==> src/rtl/video_raster_gen.sv <==
// video_raster_gen: pixel/line counter chain producing sync, blanking and a centred
// character window with glyph counters and a multiplier-free character-RAM address.
module video_raster_gen #(
    parameter int H_TOTAL      = 800,
    parameter int H_ACTIVE     = 640,
    parameter int H_SYNC_START = 656,
    parameter int H_SYNC_LEN   = 96,
    parameter int V_TOTAL      = 525,
    parameter int V_ACTIVE     = 480,
    parameter int V_SYNC_START = 490,
    parameter int V_SYNC_LEN   = 2,
    parameter int CE_DIV       = 2,
    parameter int CHAR_W       = 8,
    parameter int CHAR_H       = 8,
    parameter int COLS0        = 64,
    parameter int ROWS0        = 32,
    parameter int VREP0        = 1,
    parameter int COLS1        = 48,
    parameter int ROWS1        = 16,
    parameter int VREP1        = 2,
    parameter int SYNC_NEG     = 1
) (
    input  logic        clk,
    input  logic        reset,
    input  logic        mode,
    output logic        ce_pix,
    output logic        hs,
    output logic        vs,
    output logic        hblank,
    output logic        vblank,
    output logic        de,
    output logic        in_window,
    output logic [6:0]  col,
    output logic [5:0]  row,
    output logic [2:0]  px,
    output logic [2:0]  py,
    output logic [10:0] char_addr,
    output logic        frame_start,
    output logic        mode_active
);
    localparam int HW  = $clog2(H_TOTAL);
    localparam int VW  = $clog2(V_TOTAL);
    localparam int HX  = HW + 1;
    localparam int VX  = VW + 1;
    localparam int DW  = CE_DIV > 1 ? $clog2(CE_DIV) : 1;
    localparam int RW  = $clog2((VREP0 > VREP1 ? VREP0 : VREP1) + 1);
    localparam int WW0 = COLS0 * CHAR_W;
    localparam int WH0 = ROWS0 * CHAR_H * VREP0;
    localparam int WW1 = COLS1 * CHAR_W;
    localparam int WH1 = ROWS1 * CHAR_H * VREP1;

    localparam logic [HX-1:0] L0    = HX'((H_ACTIVE - WW0) / 2);
    localparam logic [HX-1:0] R0    = HX'((H_ACTIVE - WW0) / 2 + WW0);
    localparam logic [HX-1:0] L1    = HX'((H_ACTIVE - WW1) / 2);
    localparam logic [HX-1:0] R1    = HX'((H_ACTIVE - WW1) / 2 + WW1);
    localparam logic [VX-1:0] T0    = VX'((V_ACTIVE - WH0) / 2);
    localparam logic [VX-1:0] B0    = VX'((V_ACTIVE - WH0) / 2 + WH0);
    localparam logic [VX-1:0] T1    = VX'((V_ACTIVE - WH1) / 2);
    localparam logic [VX-1:0] B1    = VX'((V_ACTIVE - WH1) / 2 + WH1);
    localparam logic [HX-1:0] H_ACT = HX'(H_ACTIVE);
    localparam logic [HX-1:0] HS_B  = HX'(H_SYNC_START);
    localparam logic [HX-1:0] HS_E  = HX'(H_SYNC_START + H_SYNC_LEN);
    localparam logic [VX-1:0] V_ACT = VX'(V_ACTIVE);
    localparam logic [VX-1:0] VS_B  = VX'(V_SYNC_START);
    localparam logic [VX-1:0] VS_E  = VX'(V_SYNC_START + V_SYNC_LEN);
    localparam logic [HW-1:0] H_LAST = HW'(H_TOTAL - 1);
    localparam logic [VW-1:0] V_LAST = VW'(V_TOTAL - 1);
    localparam logic [DW-1:0] D_LAST = DW'(CE_DIV - 1);
    localparam logic [RW-1:0] P0_LAST = RW'(VREP0 - 1);
    localparam logic [RW-1:0] P1_LAST = RW'(VREP1 - 1);
    localparam logic [2:0]    PX_LAST = 3'(CHAR_W - 1);
    localparam logic [2:0]    PY_LAST = 3'(CHAR_H - 1);
    localparam logic [10:0]   C0 = 11'(COLS0);
    localparam logic [10:0]   C1 = 11'(COLS1);
    localparam logic          SN = SYNC_NEG != 0;

    if (WW0 > H_ACTIVE || WW1 > H_ACTIVE || WH0 > V_ACTIVE || WH1 > V_ACTIVE ||
        CHAR_W > 8 || CHAR_H > 8 || CE_DIV < 1) begin : g_bad_geometry
        $error("video_raster_gen: character window does not fit the active area");
    end

    logic [DW-1:0] r_div;
    logic          r_run;
    logic [HW-1:0] r_h;
    logic [VW-1:0] r_v;
    logic          r_mode, r_hs, r_vs, r_hb, r_vb, r_de, r_in, r_fs;
    logic [2:0]    r_px, r_py;
    logic [6:0]    r_col;
    logic [5:0]    r_row;
    logic [RW-1:0] r_rep;
    logic [10:0]   r_rb, r_addr;

    logic          w_ce, w_hwrap, w_vwrap, w_mode_n;
    logic [HW-1:0] w_hn;
    logic [VW-1:0] w_vn;
    logic [HX-1:0] w_hx, w_left, w_right;
    logic [VX-1:0] w_vx, w_top, w_bot;
    logic [RW-1:0] w_rep_last, w_rep_n;
    logic [10:0]   w_cols, w_rb_n;
    logic          w_hin, w_vin, w_hedge, w_vtop, w_vstep, w_rowstep;
    logic          w_pxw, w_pyw, w_repw;
    logic [2:0]    w_px_n, w_py_n;
    logic [6:0]    w_col_n;
    logic [5:0]    w_row_n;

    assign w_ce    = r_div == D_LAST;
    assign ce_pix  = w_ce & ~reset;

    // The first pixel enable after reset presents (0,0) instead of advancing past it.
    assign w_hwrap  = r_run & (r_h == H_LAST);
    assign w_vwrap  = w_hwrap & (r_v == V_LAST);
    assign w_hn     = (!r_run || w_hwrap) ? '0 : r_h + 1'b1;
    assign w_vn     = (!r_run || w_vwrap) ? '0 : w_hwrap ? r_v + 1'b1 : r_v;
    assign w_mode_n = w_vwrap ? mode : r_mode;
    assign w_hx     = {1'b0, w_hn};
    assign w_vx     = {1'b0, w_vn};

    assign w_left     = w_mode_n ? L1 : L0;
    assign w_right    = w_mode_n ? R1 : R0;
    assign w_top      = w_mode_n ? T1 : T0;
    assign w_bot      = w_mode_n ? B1 : B0;
    assign w_rep_last = w_mode_n ? P1_LAST : P0_LAST;
    assign w_cols     = w_mode_n ? C1 : C0;

    assign w_hin   = (w_hx >= w_left) && (w_hx < w_right);
    assign w_vin   = (w_vx >= w_top) && (w_vx < w_bot);
    assign w_hedge = w_hx == w_left;
    // Vertical glyph state steps once per line, at the window's left edge.
    assign w_vtop    = w_hedge && (w_vx == w_top);
    assign w_vstep   = w_hedge && w_vin && !w_vtop;
    assign w_pxw     = r_px == PX_LAST;
    assign w_pyw     = r_py == PY_LAST;
    assign w_repw    = r_rep == w_rep_last;
    assign w_rowstep = w_vstep & w_repw & w_pyw;

    assign w_px_n  = w_hedge ? '0 : !w_hin ? r_px : w_pxw ? '0 : r_px + 1'b1;
    assign w_col_n = w_hedge ? '0 : (w_hin & w_pxw) ? r_col + 1'b1 : r_col;
    assign w_rep_n = w_vtop ? '0 : !w_vstep ? r_rep : w_repw ? '0 : r_rep + 1'b1;
    assign w_py_n  = w_vtop ? '0 : !(w_vstep & w_repw) ? r_py : w_pyw ? '0 : r_py + 1'b1;
    assign w_row_n = w_vtop ? '0 : w_rowstep ? r_row + 1'b1 : r_row;
    assign w_rb_n  = w_vtop ? '0 : w_rowstep ? r_rb + w_cols : r_rb;

    always_ff @(posedge clk or posedge reset) begin
        if (reset) begin
            r_div  <= '0;
            r_run  <= 1'b0;
            r_h    <= '0;
            r_v    <= '0;
            r_mode <= 1'b0;
            r_hs   <= SN;
            r_vs   <= SN;
            r_hb   <= 1'b1;
            r_vb   <= 1'b1;
            r_de   <= 1'b0;
            r_in   <= 1'b0;
            r_fs   <= 1'b0;
            r_px   <= '0;
            r_col  <= '0;
            r_py   <= '0;
            r_row  <= '0;
            r_rep  <= '0;
            r_rb   <= '0;
            r_addr <= '0;
        end else begin
            r_div <= w_ce ? '0 : r_div + 1'b1;
            r_fs  <= w_ce && (w_hn == '0) && (w_vn == '0);
            if (w_ce) begin
                r_run  <= 1'b1;
                r_h    <= w_hn;
                r_v    <= w_vn;
                r_mode <= w_mode_n;
                r_hs   <= SN ^ ((w_hx >= HS_B) && (w_hx < HS_E));
                r_vs   <= SN ^ ((w_vx >= VS_B) && (w_vx < VS_E));
                r_hb   <= w_hx >= H_ACT;
                r_vb   <= w_vx >= V_ACT;
                r_de   <= (w_hx < H_ACT) && (w_vx < V_ACT);
                r_in   <= w_hin & w_vin;
                r_px   <= w_px_n;
                r_col  <= w_col_n;
                r_py   <= w_py_n;
                r_row  <= w_row_n;
                r_rep  <= w_rep_n;
                r_rb   <= w_rb_n;
                r_addr <= w_rb_n + {4'b0, w_col_n};
            end
        end
    end

    assign hs          = r_hs;
    assign vs          = r_vs;
    assign hblank      = r_hb;
    assign vblank      = r_vb;
    assign de          = r_de;
    assign in_window   = r_in;
    assign col         = r_col;
    assign row         = r_row;
    assign px          = r_px;
    assign py          = r_py;
    assign char_addr   = r_addr;
    assign frame_start = r_fs;
    assign mode_active = r_mode;
endmodule
==> config.mk <==
export PLATFORM = sky130hd
export DESIGN_NAME = video_raster_gen
export DESIGN_NICKNAME = d
export VERILOG_FILES = /design/src/rtl/video_raster_gen.sv
export SDC_FILE = /design/constraint.sdc
export NUM_CORES = 1
export LEC_CHECK = 0
export CAP_MARGIN = 20
export CORE_MARGIN = 3
export CORE_UTILIZATION = 50
export CTS_BUF_LIST = sky130_fd_sc_hd__clkbuf_16
export DETAILED_ROUTE_END_ITERATION = 8
export GPL_ROUTABILITY_DRIVEN = 0
export HOLD_SLACK_MARGIN = 0.08
export PLACE_DENSITY = 0.7
export SETUP_SLACK_MARGIN = 0.1
export SYNTH_ARGS = -nofsm -noshare
export SYNTH_HDL_FRONTEND = slang
export SYNTH_SLANG_ARGS = --single-unit
==> constraint.sdc <==
create_clock -name clk -period 10.1 [get_ports clk]
set_clock_uncertainty 0.2 [all_clocks]
set_input_delay 2.02 -clock clk [delete_from_list [all_inputs] [get_ports clk]]
set_output_delay 2.02 -clock clk [all_outputs]
set_load 0.01 [all_outputs]
**Word-level counts from Yosys, hierarchy flattened**

Cells that the tools add are included.

- Logic and storage cells: 106
- Output and inout bits: 39
- Input port bits: 3
- Bits in registers: 73

- Equal/unequal tests: 7
- Bitwise gates (word level): 10
- Order comparisons: 12
- Reduce and logical (&&, ||, !) cells: 24
- $add $sub $neg: 10
- Muxes and demuxes: 24

Operators by type and width:

| operator | number |
|---|---|
| 10-bit by 9-bit less-than comparator with 1-bit output (second input constant) | 3 |
| 10-bit two-way mux | 3 |
| 7-bit two-way mux | 4 |
| 11-bit by 7-bit adder with 11-bit output | 2 |
| 11-bit two-way mux | 2 |
| 10-bit by 1-bit adder with 10-bit output (second input constant) | 2 |
| 10-bit == test (second input constant) | 2 |
| 10-bit greater-or-equal comparator (second input constant) | 2 |
| 10-bit by 9-bit greater-or-equal comparator with 1-bit output (second input constant) | 2 |
| 10-bit zero test | 2 |
| 10-bit less-than comparator (second input constant) | 2 |
| 3-bit two-way mux | 6 |
| 6-bit two-way mux | 2 |
| 10-bit by 7-bit == test with 1-bit output (second input constant) | 1 |
| 10-bit by 8-bit == test with 1-bit output | 1 |
| 10-bit by 7-bit greater-or-equal comparator with 1-bit output (second input constant) | 1 |
| 10-bit by 8-bit greater-or-equal comparator with 1-bit output | 1 |
| 1-bit logical AND | 10 |
| 10-bit less-than comparator | 1 |
| 8-bit two-way mux | 1 |
| 2-bit AND reduction | 4 |
| 2-bit nonzero test | 4 |
| 7-bit by 1-bit adder with 7-bit output (second input constant) | 1 |
| 1-bit AND | 7 |
| other kinds (11) | 21 |

**Depth between registers and ports, before layout**

- Word-level depth: 14
- Mapped depth: 25
- Mapped depth without buffers: 25

**Least setup slack after synthesis**

OpenSTA, ideal clock, no wires.

- Path type: input to register
- Start point: in mode
- End point: reg r_addr[9], in the netlist char_addr[9]
- Path slack: 3.890 ns
- Cell stages on the path: 21
- Setup time: 0.126 ns
- Path buffers: 1
- Required time: 9.774 ns
- Arrival: 5.884 ns
- Cells stage by stage: nand3_1 -> nand2_1 -> inv_1 -> ha_1 -> nand2_1 -> o21bai_1 -> or4_4 -> nor2_1 -> nand2_1 -> clkbuf_1 -> and2_1 -> ha_1 -> a21o_1 -> a21oi_1 -> o21bai_1 -> a21oi_1 -> nor2_1 -> a211oi_1 -> inv_1 -> and3_1 -> a221o_1

- Word-level cells in the longest chain between the ends: 11
- Elaborated cells on any way between the ends: 23
- Classes of those cells: add/sub (2); order compare (2); eq/ne (2); mux (9); bitwise (3); reduce/logical (5)

RTL lines:

| what | line | RTL |
|---|---|---|
| from (decl) | 25 | `input logic mode,` |
| 1-bit two-way mux (*) | 114 | `assign w_mode_n = w_vwrap ? mode : r_mode;` |
| named net w_mode_n | 93 | `logic w_ce, w_hwrap, w_vwrap, w_mode_n;` |
| 8-bit two-way mux | 118 | `assign w_left = w_mode_n ? L1 : L0;` |
| 10-bit by 8-bit == test with 1-bit output | 127 | `assign w_hedge = w_hx == w_left;` |
| 1-bit logical AND | 129 | `assign w_vtop = w_hedge && (w_vx == w_top);` |
| 1-bit zero test | 130 | `assign w_vstep = w_hedge && w_vin && !w_vtop;` |
| 1-bit logical AND | 130 |  |
| 1-bit AND (2 in series) | 134 | `assign w_rowstep = w_vstep & w_repw & w_pyw;` |
| 11-bit two-way mux | 141 | `assign w_rb_n = w_vtop ? '0 : w_rowstep ? r_rb + w_cols : r_rb;` |
| 11-bit two-way mux (*) | 141 |  |
| named net w_rb_n[1] | 99 | `logic [10:0] w_cols, w_rb_n;` |
| 11-bit by 7-bit adder with 11-bit output (*) | 184 | `r_addr <= w_rb_n + {4'b0, w_col_n};` |
| to (signal assigned) | 184 |  |
| to (decl) | 91 | `logic [10:0] r_rb, r_addr;` |

Mark *: on every way through the listed nets, which the timed path passes. The rest lies on a longest branch.
A chain may end at the register's enable or synchronous reset.

**Worst setup path in the final report**

Same ends and word-level chain as after synthesis.

==> metrics.cfg <==
[drt]
met3_length_um = 498
wl_per_cell_um = 16.9
drtIter0Drc = 231
route.detailed.drc = 0
drtAntennaViolNets = 0
wl_um = 12100
met1_length_um = 5390
highest_layer = met4
first_pass_iters = 6
dr_total_vias = 4226
vias_per_cell = 5.93
met2_length_um = 5990

[critical_path]
critPathSlowestCell = clkdlybuf4s50_1
r2r_start = r_h[1]
crit_type = input port to flop
worstRegToRegCells = 23
arrival_ns = 6.83
required_ns = 10.12
worst_path_largest_cell_delay_ns = 0.49
critPathMaxFanout = 11
cpMostUsedCell = nand2_1
path_cells = clkdlybuf4s50_1 > nand3_1 > nand2_1 > inv_1 > ha_1 > nand2_1 > o21bai_1 > or4_4 > nor2_1 > nand2_1 > and2_1 > ha_1 > a21o_1 > a21oi_1 > o21bai_1 > a21oi_1 > nor2_1 > a211oi_1 > inv_1 > and3_1 > a221o_1
endpoint_kind = flop
r2r_slack_ns = 3.49
startpoint_type = input port
reg2reg_to = char_addr[9]

[global_routing]
grt_use_total = 0.225
grt_max_degree = 74
antenna_found_initial = 0
grt_pass1_vias = 4188
grt_overflow = 0
grt_pass1_wl_um = 20400

[power]
total_power_uw = 621
p_leak_nw = 2.38
vdd_drop_max_mv = 0.0801
power.density_mw_per_mm2 = 108

[synth]
synth_top_flop_cell = dfrtp_1
yosysUniqueCellTypes = 70
synth_nets = 574
syn_area_mm2 = 0.00494
synth_edf_count = 0
ys_ff_latch = 73
yosysSeqAreaShare = 0.371
synth_area_per_cell_um2 = 9.02
synth_cells = 548
ys.warnings.count = 0
synthArstFlopShare = 1.00

[sta]
period_needed_ns = 6.80
setup_viol = 0
fin_ws_ns = 3.30
finalSetupTns_ns = 0
timing.final.crit_share = 0.674
max_slew_margin = 0.372
rsz0062_at_grt = false
tightest_slew_ns = 0.942
hold_slack_ns = 0.284
drv_slew = 0
hold_violations = 0
timing.fmax_ghz = 0.147

[final_layout]
diodes = 0
final_cell_area_mm2 = 0.00573
fin_util = 0.608
area_growth_pct = 15.8
nNetsFinal = 605
final_common_cell = dfrtp_1
layoutNonFillerInstCount = 713
drive_gt1_frac = 0.106
final_cell_mix = dfrtp_1 (68), nor2_1 (51), nand2_1 (48), clkdlybuf4s50_1 (41), o21ai_0 (32)

[place]
placed_area_mm2 = 0.00542
port_buffers = 41
place_hpwl_um = 8510
dp.cells = 696
post-place-ws_ns = 2.18

[cts]
root_buffer = clkbuf_16
cts_hold_buf = 0
cts_tree = done
post_cts_resized = 0
h-tree-depth = 3
clock-sinks = 73
clk_latency_ns = 0.34
postCtsSetupBuffers = 0
cts_buffer_depth = 2
clk_pin_slew_ns = 0.06
cts_made_buffers = 9

[run_status]
status = finished, final reports clean

[floorplan]
initial_utilization = 0.525
num_io_pins = 42
num_rows = 35
core_area_mm2 = 0.00942
design.die.area_mm2 = 0.0111
die_w_um = 105
die_h_um = 105

[hold_path]
min_from = r_rb[2]
hold_path_end = r_rb[2]
hold_depth = 1
hold_path_class = flop to flop

[run]
drv_cap = 0

[per-layer routing]
| layer | track usage | up-vias |
|---|---|---|
| li1 | - | 2075 |
| met1 | 0.295 | 2040 |
| met2 | 0.376 | 94 |
| met3 | 0.0435 | 17 |
| met4 | 0.0684 | 0 |
| met5 | 0 | - |
[cell usage after synthesis (3+ instances only)]
cell type	count	area, um2
dfrtp_1	69	1730
nor2_1	51	191
nand2_1	48	180
o21ai_0	32	160
nand3_1	27	135
a21oi_1	25	125
inv_1	23	86.3
ha_1	21	263
clkbuf_1	18	67.6
mux2_2	17	191
xnor2_1	17	149
and2_1	13	81.3
nor3_1	12	60.1
and3_1	11	68.8
nor4_1	11	68.8
nand4_1	10	62.6
xor2_1	10	87.6
mux2i_1	9	90.1
o31ai_1	9	67.6
a21o_1	8	60.1
o2bb2ai_1	7	61.3
or4_1	7	52.6
a31oi_1	6	37.5
nor2b_1	6	37.5
o22ai_1	5	31.3
or3_1	5	31.3
dfstp_2	4	105
a22o_1	3	26.3
a22oi_1	3	22.5
buf_2	3	15.0
or2_2	3	18.8
[sequential cells by signal, summed over array words and instances, names as in the netlist, 2 cells and up]
signal,flops
col,7
r_rep,2
char_addr,11
r_rb,11
r_v,10
r_h,10
row,6
px,3
py,3
[layout make-up]
type                    instances  area [um2]
well taps                     129         161
clock inverters                 7        71.3
multi-input cells             427        2910
fillers                       829        3690
inverters                      24        90.1
repair buffers                 44         433
clock buffers                   9         225
flip-flops and latches         73        1830
[how the worst max path moves through the flow]
| stage | endpoint | cells after the start | start |
|---|---|---|---|
| 2_1_floorplan | char_addr[9] | 21 | mode |
| 3_3_place_gp | char_addr[9] | 21 | mode |
| 3_5_place_dp | char_addr[9] | 21 | mode |
| 4_1_cts | char_addr[9] | 21 | mode |
| 5_1_grt | char_addr[9] | 21 | mode |
| 6_report | char_addr[9] | 21 | mode |
[critical path: cells and delay by family]
kind | cells | cell delay, ns
and+or+nand+nor | 9 | 1.94
buffers and inverters | 3 | 0.75
adders and majority gates | 2 | 0.63
AOI/OAI and AO/OA | 7 | 1.49
[cells by family (layout without fill, tap and decap cells)]
| logic type | Yosys count | in the layout | share of synthesized area |
|---|---|---|---|
| buf+inv | 48 | 84 | 0.0402 |
| xor+xnor | 28 | 28 | 0.0511 |
| mux | 26 | 26 | 0.0570 |
| flops | 73 | 73 | 0.371 |
| compound gates | 132 | 132 | 0.186 |
| simple gates | 218 | 218 | 0.234 |
| fa+ha+maj | 23 | 23 | 0.0613 |
[power breakdown]
group / total [mW] / switching, mW / internal, mW / leakage (nW)
Sequential: 0.293 / 0 / 0.293 / 0.914
Combinational: 0.00752 / 0.00615 / 0.00137 / 1.33
Clock: 0.321 / 0.130 / 0.191 / 0.139
Total: 0.621 / 0.136 / 0.485 / 2.38
No activity file was read; power rests on OpenSTA's default activity.
